## src/rtl/stash_read_scheduler_pkg.sv

```systemverilog
// Shared types and helpers for the stash read/write-back schedulers:
// FSM state encoding and the (leaf, level) -> heap bucket index mapping.
package stash_read_scheduler_pkg;

  typedef enum logic [1:0] {
    ST_IDLE  = 2'd0,
    ST_ISSUE = 2'd1,
    ST_DRAIN = 2'd2,
    ST_DONE  = 2'd3
  } sched_state_e;

  // Heap index of the bucket at level lvl on the path to leaf.
  // Levels past the leaf return only the level base; callers never use them.
  function automatic logic [31:0] bucket_idx(input logic [31:0] leaf,
                                             input int lvl,
                                             input int oraml);
    logic [31:0] base;
    base = (32'd1 << lvl) - 32'd1;
    if (lvl > oraml) return base;
    return base + (leaf >> (oraml - lvl));
  endfunction

endpackage

```

## src/rtl/stash_read_scheduler_bucket_counter.sv

```systemverilog
// Return-side bookkeeping: chunk counter within a bucket, buckets outstanding,
// buckets returned for the current access, and the sticky protocol error.
module stash_bucket_counter #(
  parameter int BktSize = 8,
  parameter int OutW    = 3,
  parameter int RetW    = 4
) (
  input  logic            clk,
  input  logic            rst,
  input  logic            clear_ret,
  input  logic            issue_fire,
  input  logic            data_fire,
  output logic [OutW-1:0] outstanding,
  output logic [RetW-1:0] returned,
  output logic [RetW-1:0] returned_nxt,
  output logic            proto_err
);
  localparam int CW = (BktSize > 1) ? $clog2(BktSize) : 1;

  logic [CW-1:0]   chunk_cnt_q, chunk_cnt_d;
  logic [OutW-1:0] outstanding_q, outstanding_d;
  logic [RetW-1:0] returned_q, returned_d;
  logic            proto_err_q, proto_err_d;
  logic            chunk_ok, wrap;

  always_comb begin
    // A chunk with nothing outstanding is dropped and flagged, never counted.
    chunk_ok      = data_fire && (outstanding_q != '0);
    wrap          = chunk_ok && (chunk_cnt_q == CW'(BktSize - 1));
    chunk_cnt_d   = chunk_cnt_q;
    if (chunk_ok) chunk_cnt_d = wrap ? '0 : chunk_cnt_q + 1'b1;
    outstanding_d = outstanding_q + OutW'(issue_fire) - OutW'(wrap);
    returned_d    = clear_ret ? '0 : returned_q + RetW'(wrap);
    proto_err_d   = proto_err_q | (data_fire && (outstanding_q == '0));
  end

  always_ff @(posedge clk) begin
    if (rst) begin
      chunk_cnt_q   <= '0;
      outstanding_q <= '0;
      returned_q    <= '0;
      proto_err_q   <= 1'b0;
    end else begin
      chunk_cnt_q   <= chunk_cnt_d;
      outstanding_q <= outstanding_d;
      returned_q    <= returned_d;
      proto_err_q   <= proto_err_d;
    end
  end

  assign outstanding  = outstanding_q;
  assign returned     = returned_q;
  assign returned_nxt = returned_d;
  assign proto_err    = proto_err_q;
endmodule

```

## src/rtl/stash_read_scheduler.sv

```systemverilog
// Read-side path access sequencer: issues bucket reads root to leaf under an
// outstanding limit and pulses PathDone once all data returns.
// Optional STASH_SCHED_PERF_EN adds the PerfCycles busy-cycle counter output.
module stash_read_scheduler
  import stash_read_scheduler_pkg::*;
#(
  parameter int ORAML             = 10,
  parameter int BktSize_BEDChunks = 8,
  parameter int MaxOutstanding    = 4,
  parameter int BAWidth           = ORAML + 1
) (
  input  logic                       Clock,
  input  logic                       Reset,
  input  logic [ORAML-1:0]           CmdLeaf,
  input  logic                       CmdRO,
  input  logic [$clog2(ORAML+1)-1:0] CmdLevel,
  input  logic                       CmdValid,
  output logic                       CmdReady,
  output logic [BAWidth-1:0]         DRAMCmdBucket,
  output logic                       DRAMCmdValid,
  input  logic                       DRAMCmdReady,
  input  logic                       DataFire,
  output logic                       PathDone,
  output logic                       Busy,
  output logic                       ProtocolError
`ifdef STASH_SCHED_PERF_EN
  ,
  output logic [31:0]                PerfCycles
`endif
);
  localparam int LvlW = $clog2(ORAML + 1);
  localparam int OutW = $clog2(MaxOutstanding + 1);
  localparam int CntW = $clog2(ORAML + 2);

  sched_state_e     state_q, state_d;
  logic [ORAML-1:0] leaf_q, leaf_d;
  logic [LvlW-1:0]  lvl_q, lvl_d;
  logic [CntW-1:0]  issued_q, issued_d;
  logic [CntW-1:0]  total_q, total_d;
  logic [BAWidth-1:0] bucket_q, bucket_d;
  logic [OutW-1:0]  outstanding;
  logic [CntW-1:0]  returned, returned_nxt;
  logic             cmd_fire, dram_fire;

  assign cmd_fire  = (state_q == ST_IDLE) && CmdValid;
  assign dram_fire = DRAMCmdValid && DRAMCmdReady;

  stash_bucket_counter #(
    .BktSize (BktSize_BEDChunks),
    .OutW    (OutW),
    .RetW    (CntW)
  ) u_cnt (
    .clk          (Clock),
    .rst          (Reset),
    .clear_ret    (cmd_fire),
    .issue_fire   (dram_fire),
    .data_fire    (DataFire),
    .outstanding  (outstanding),
    .returned     (returned),
    .returned_nxt (returned_nxt),
    .proto_err    (ProtocolError)
  );

  always_comb begin
    state_d      = state_q;
    leaf_d       = leaf_q;
    lvl_d        = lvl_q;
    issued_d     = issued_q;
    total_d      = total_q;
    bucket_d     = bucket_q;
    CmdReady     = 1'b0;
    DRAMCmdValid = 1'b0;
    PathDone     = 1'b0;
    case (state_q)
      ST_IDLE: begin
        CmdReady = 1'b1;
        if (CmdValid) begin
          leaf_d   = CmdLeaf;
          lvl_d    = CmdRO ? CmdLevel : '0;
          total_d  = CmdRO ? CntW'(1) : CntW'(ORAML + 1);
          issued_d = '0;
          bucket_d = BAWidth'(bucket_idx(32'(CmdLeaf), int'(lvl_d), ORAML));
          state_d  = ST_ISSUE;
        end
      end
      ST_ISSUE: begin
        DRAMCmdValid = (outstanding < OutW'(MaxOutstanding));
        // Bucket register advances only on a fire, so it holds under stall.
        if (DRAMCmdValid && DRAMCmdReady) begin
          issued_d = issued_q + 1'b1;
          lvl_d    = lvl_q + 1'b1;
          bucket_d = BAWidth'(bucket_idx(32'(leaf_q), int'(lvl_q) + 1, ORAML));
          if (issued_d == total_q) state_d = ST_DRAIN;
        end
      end
      ST_DRAIN: begin
        // Look at the next returned count so PathDone follows the last chunk by one cycle.
        if (returned_nxt == total_q) state_d = ST_DONE;
      end
      ST_DONE: begin
        PathDone = 1'b1;
        state_d  = ST_IDLE;
      end
      default: state_d = ST_IDLE;
    endcase
  end

  always_ff @(posedge Clock) begin
    if (Reset) begin
      state_q  <= ST_IDLE;
      leaf_q   <= '0;
      lvl_q    <= '0;
      issued_q <= '0;
      total_q  <= '0;
      bucket_q <= '0;
    end else begin
      state_q  <= state_d;
      leaf_q   <= leaf_d;
      lvl_q    <= lvl_d;
      issued_q <= issued_d;
      total_q  <= total_d;
      bucket_q <= bucket_d;
    end
  end

  assign DRAMCmdBucket = bucket_q;
  assign Busy          = (state_q != ST_IDLE);

`ifdef STASH_SCHED_PERF_EN
  logic [31:0] perf_cnt_q, perf_cnt_d, perf_out_q, perf_out_d;

  always_comb begin
    perf_cnt_d = perf_cnt_q;
    if (cmd_fire)  perf_cnt_d = '0;
    else if (Busy) perf_cnt_d = perf_cnt_q + 32'd1;
    // Snapshot includes the DONE cycle itself.
    perf_out_d = (state_q == ST_DONE) ? perf_cnt_q + 32'd1 : perf_out_q;
  end

  always_ff @(posedge Clock) begin
    if (Reset) begin
      perf_cnt_q <= '0;
      perf_out_q <= '0;
    end else begin
      perf_cnt_q <= perf_cnt_d;
      perf_out_q <= perf_out_d;
    end
  end

  assign PerfCycles = perf_out_q;
`endif
endmodule

```

## config.mk

```make
export PLATFORM = sky130hd
export DESIGN_NAME = stash_read_scheduler
export DESIGN_NICKNAME = d
export VERILOG_FILES = /design/src/rtl/stash_read_scheduler_pkg.sv /design/src/rtl/stash_read_scheduler_bucket_counter.sv /design/src/rtl/stash_read_scheduler.sv
export SDC_FILE = /design/constraint.sdc
export NUM_CORES = 1
export LEC_CHECK = 0
export ABC_AREA = 1
export BUFFER_PORTS_ARGS = -buffer_cell sky130_fd_sc_hd__buf_2
export CAP_MARGIN = 40
export CELL_PAD_IN_SITES_DETAIL_PLACEMENT = 1
export CELL_PAD_IN_SITES_GLOBAL_PLACEMENT = 2
export CORE_AREA = 2 2 118 120
export DETAILED_ROUTE_END_ITERATION = 10
export DIE_AREA = 0 0 120 122
export GPL_ROUTABILITY_DRIVEN = 0
export PLACE_DENSITY = 0.87
export SETUP_SLACK_MARGIN = 0.1
export SLEW_MARGIN = 20
export SYNTH_ARGS = -nofsm -noshare
export SYNTH_HDL_FRONTEND = slang
export SYNTH_SLANG_ARGS = --single-unit
```

## constraint.sdc

```tcl
create_clock -name Clock -period 9.5 [get_ports Clock]
set_input_delay 1.9 -clock Clock [delete_from_list [all_inputs] [get_ports Clock]]
set_output_delay 1.9 -clock Clock [all_outputs]
set_load 0.02 [all_outputs]
```

==> results.json <==
{
  "instances_no_fill": 990,
  "end_kind": "flop",
  "synthFlopType": "dfxtp_1",
  "p_int_mw": 0.7761,
  "die_h_um": 122,
  "p_sw_share_pct": 56.37,
  "power.leakage_nw": 2.681,
  "first_iter_violations": 215,
  "ctsHoldBuffers": 0,
  "r2r-end": "DRAMCmdBucket[6]",
  "vdd_ir_drop_max_mv": 0.09897,
  "worstSetupStartpointType": "input pin",
  "first_global_vias": 5424,
  "wl_per_cell_um": 15.99,
  "ys_types": 43,
  "finalNetCount": 877,
  "yosys_warnings": 0,
  "switchingPower_mw": 1.003,
  "overflow": 0,
  "avgSynthCellArea_sq_um": 6.026,
  "min_from": "u_cnt.proto_err",
  "cts.clk_slew.worst_paths_ps": 60,
  "powerDensity_nw_per_um2": 341.6,
  "drc_errors": 0,
  "hold_slack_ps": 467.9,
  "fin_tns_setup_ps": 0,
  "synth_edf_count": 0,
  "diodes": 0,
  "whs_endpoint": "u_cnt.proto_err",
  "arrival_ps": 5940,
  "hold_path.class": "flop to flop",
  "grt_max_degree": 29,
  "dp.cells": 982,
  "worst_pin_slew_ps": 778.3,
  "tritoncts": "yes",
  "cts_made_buffers": 5,
  "die_area_sq_um": 14640,
  "hold_viol_final": 0,
  "nFillCells": 1863,
  "cts_root_buffer": "clkbuf_16",
  "antenna_found_initial": 0,
  "drv_slew": 0,
  "synth_top_area_share_pct": 18.69,
  "synth_top_cell_by_area": "dfxtp_1",
  "cpMaxStageDelayCell": "clkinv_1",
  "viasPerCell": 5.238,
  "grt_usage_pct": 22.16,
  "finalWirelength_um": 15830,
  "cp_num_buf_inv": 4,
  "io_pins": 36,
  "startpoint": "CmdRO",
  "critical-path-max-stage-delay_ps": 420,
  "ant_nets": 0,
  "reg2reg_depth": 21,
  "critPathRequiredTime_ps": 9690,
  "cts-htree-levels": 2,
  "fmax_mhz": 173.9,
  "synth.yosys.seq_area_share_pct": 18.69,
  "yosysMostFrequentCell": "nand2_1",
  "clk_path_buf_depth": 2,
  "relSlewSlack_pct": 47.92,
  "async_flop_share_pct": 0,
  "rr_startpoint": "lvl_q[0]",
  "grt_setup_unrepaired": "no",
  "finalCritPeriodShare_pct": 60.54,
  "setup.worst_path.class": "input pin to flop",
  "maxCapViolations": 0,
  "cp_top_family": "compound AO/OA/AOI/OAI gates",
  "clkLatencyLatePin_ps": 290,
  "rows": 43,
  "syn2layout_area_growth_pct": 10.52,
  "portBuffers": 35,
  "drive_above_1_share_pct": 8.642,
  "total_power_mw": 1.779,
  "die_width_um": 120,
  "hold_depth": 2,
  "syn-num-nets": 849,
  "core_area_sq_um": 13500,
  "syn_area_sq_um": 4712,
  "crit_path_frequent_cell": "nand2_1",
  "cts_resized": 0,
  "yosys-top-cells-area": "dfxtp_1, nand2_1, ha_1, nand3_1, inv_1",
  "post_cts_buffers": 0,
  "seq_area_sq_um": 880.8,
  "ys_top_cells_by_count": "nand2_1, inv_1, nor2_1",
  "status": "finished clean",
  "start_util_pct": 34.89,
  "period_minus_slack_ps": 5752,
  "syn_inst": 782,
  "clkPwrFrac_pct": 9.4,
  "setup_viol": 0,
  "finClkSkew_ps": 6.667,
  "multi_input_area_sq_um": 3334,
  "synth_seq_cells": 44,
  "seq_power_share_pct": 16.0,
  "cp_max_fo": 16,
  "route.vias.total": 5186,
  "reg2reg_setup_slack_ps": 4880,
  "power_frac_comb_pct": 74.6,
  "cts.sinks": 44,
  "hpwlAfterDp_um": 13050,
  "grt_pass1_wl_um": 26030,
  "first_pass_iters": 4
}
[state kept, by name, indices dropped and copies added, names as in the netlist]
register,count
DRAMCmdBucket,11
leaf_q,10
issued_q,4
lvl_q,4
u_cnt.returned,4
u_cnt.chunk_cnt_q,3
u_cnt.outstanding,3
state_q,2
total_q,2
u_cnt.proto_err,1
[per-stage QoR]
stage          instance area (sq um)  utilization, %  setup slack, ps
6_report                        5207           38.56             3748
5_1_grt                         5207           38.56             3188
4_1_cts                         5182           38.38             3783
3_5_place_dp                    5045           37.36             3484
3_3_place_gp                    5045           37.36             3719
2_1_floorplan                   4712               -             4643
[power groups by stage]
| stage | sequential (mW) | combinational (mW) | clock, mW |
|---|---|---|---|
| 3_5_place_dp | 0.289 | 1.32 | 0 |
| 6_report | 0.285 | 1.33 | 0.168 |
| 5_1_grt | 0.292 | 1.51 | 0.179 |
| 3_3_place_gp | 0.284 | 1.29 | 0 |
| 2_1_floorplan | 0.295 | 0.955 | 0 |
| 4_1_cts | 0.285 | 1.33 | 0.172 |
[worst reg2reg max path: cells and delay by family (launching register included)]
family,cells,cell delay [ps]
DFF,1,690
and+or+nand+nor,9,1400
xor gates and xnor gates,1,110
AOI/OAI and AO/OA,3,500
buffers and inverters,5,850
adders and majority gates,3,1040
[cell type report]
class / instances / area share [%]
multi-input cells: 611 / 64.03
flip-flops and latches: 44 / 16.91
inverters: 111 / 8.097
well taps: 180 / 4.325
repair buffers: 37 / 3.988
clock buffers: 5 / 2.403
clock inverters: 2 / 0.2403
[cells in the final DEF, fill, tap and decap left out, drive strengths merged, types with 3 or more instances in the layout]
master | Yosys | routed
a211oi | 4 | 4
a21o | 3 | 3
a21oi | 43 | 43
a31oi | 11 | 11
buf | 7 | 36
clkbuf | 9 | 6
clkinv | 3 | 4
dfxtp | 44 | 44
fa | 3 | 3
ha | 44 | 44
inv | 108 | 108
nand2 | 190 | 190
nand3 | 77 | 77
nand4 | 5 | 5
nor2 | 101 | 101
nor3 | 4 | 4
o211ai | 7 | 7
o21a | 4 | 4
o21ai | 76 | 76
o21bai | 3 | 3
o221ai | 3 | 3
o31ai | 3 | 3
xnor2 | 7 | 7
xor2 | 12 | 12
[routing by layer]
layer / vias up / global-route usage [%] / share of wire [%]
li1: 2623 / - / -
met1: 2485 / 26.38 / 46
met2: 47 / 41.09 / 49
met3: 31 / 1.732 / 1.3
met4: 0 / 8.824 / 3.0
met5: - / 0 / 0
[logic make-up (layout without fill, tap and decap cells)]
| logic type | count (synthesis) | count (layout) | share of synthesized area, % |
|---|---|---|---|
| compound gates | 161 | 161 | 19.22 |
| xor+xnor | 19 | 19 | 3.532 |
| fa+ha+maj | 47 | 47 | 12.96 |
| buf+inv | 127 | 155 | 10.54 |
| flops | 44 | 44 | 18.69 |
| mux | 2 | 2 | 0.4249 |
| simple gates | 382 | 382 | 34.63 |
[worst max path at each step]
stage | cells after the start | endpoint
floorplan | 22 | DRAMCmdBucket[8]
global placement | 25 | DRAMCmdBucket[8]
detailed placement | 25 | DRAMCmdBucket[8]
CTS | 25 | DRAMCmdBucket[8]
global route | 23 | DRAMCmdBucket[8]
finish | 25 | DRAMCmdBucket[8]
Note: power is estimated with default switching activity, not from simulation.
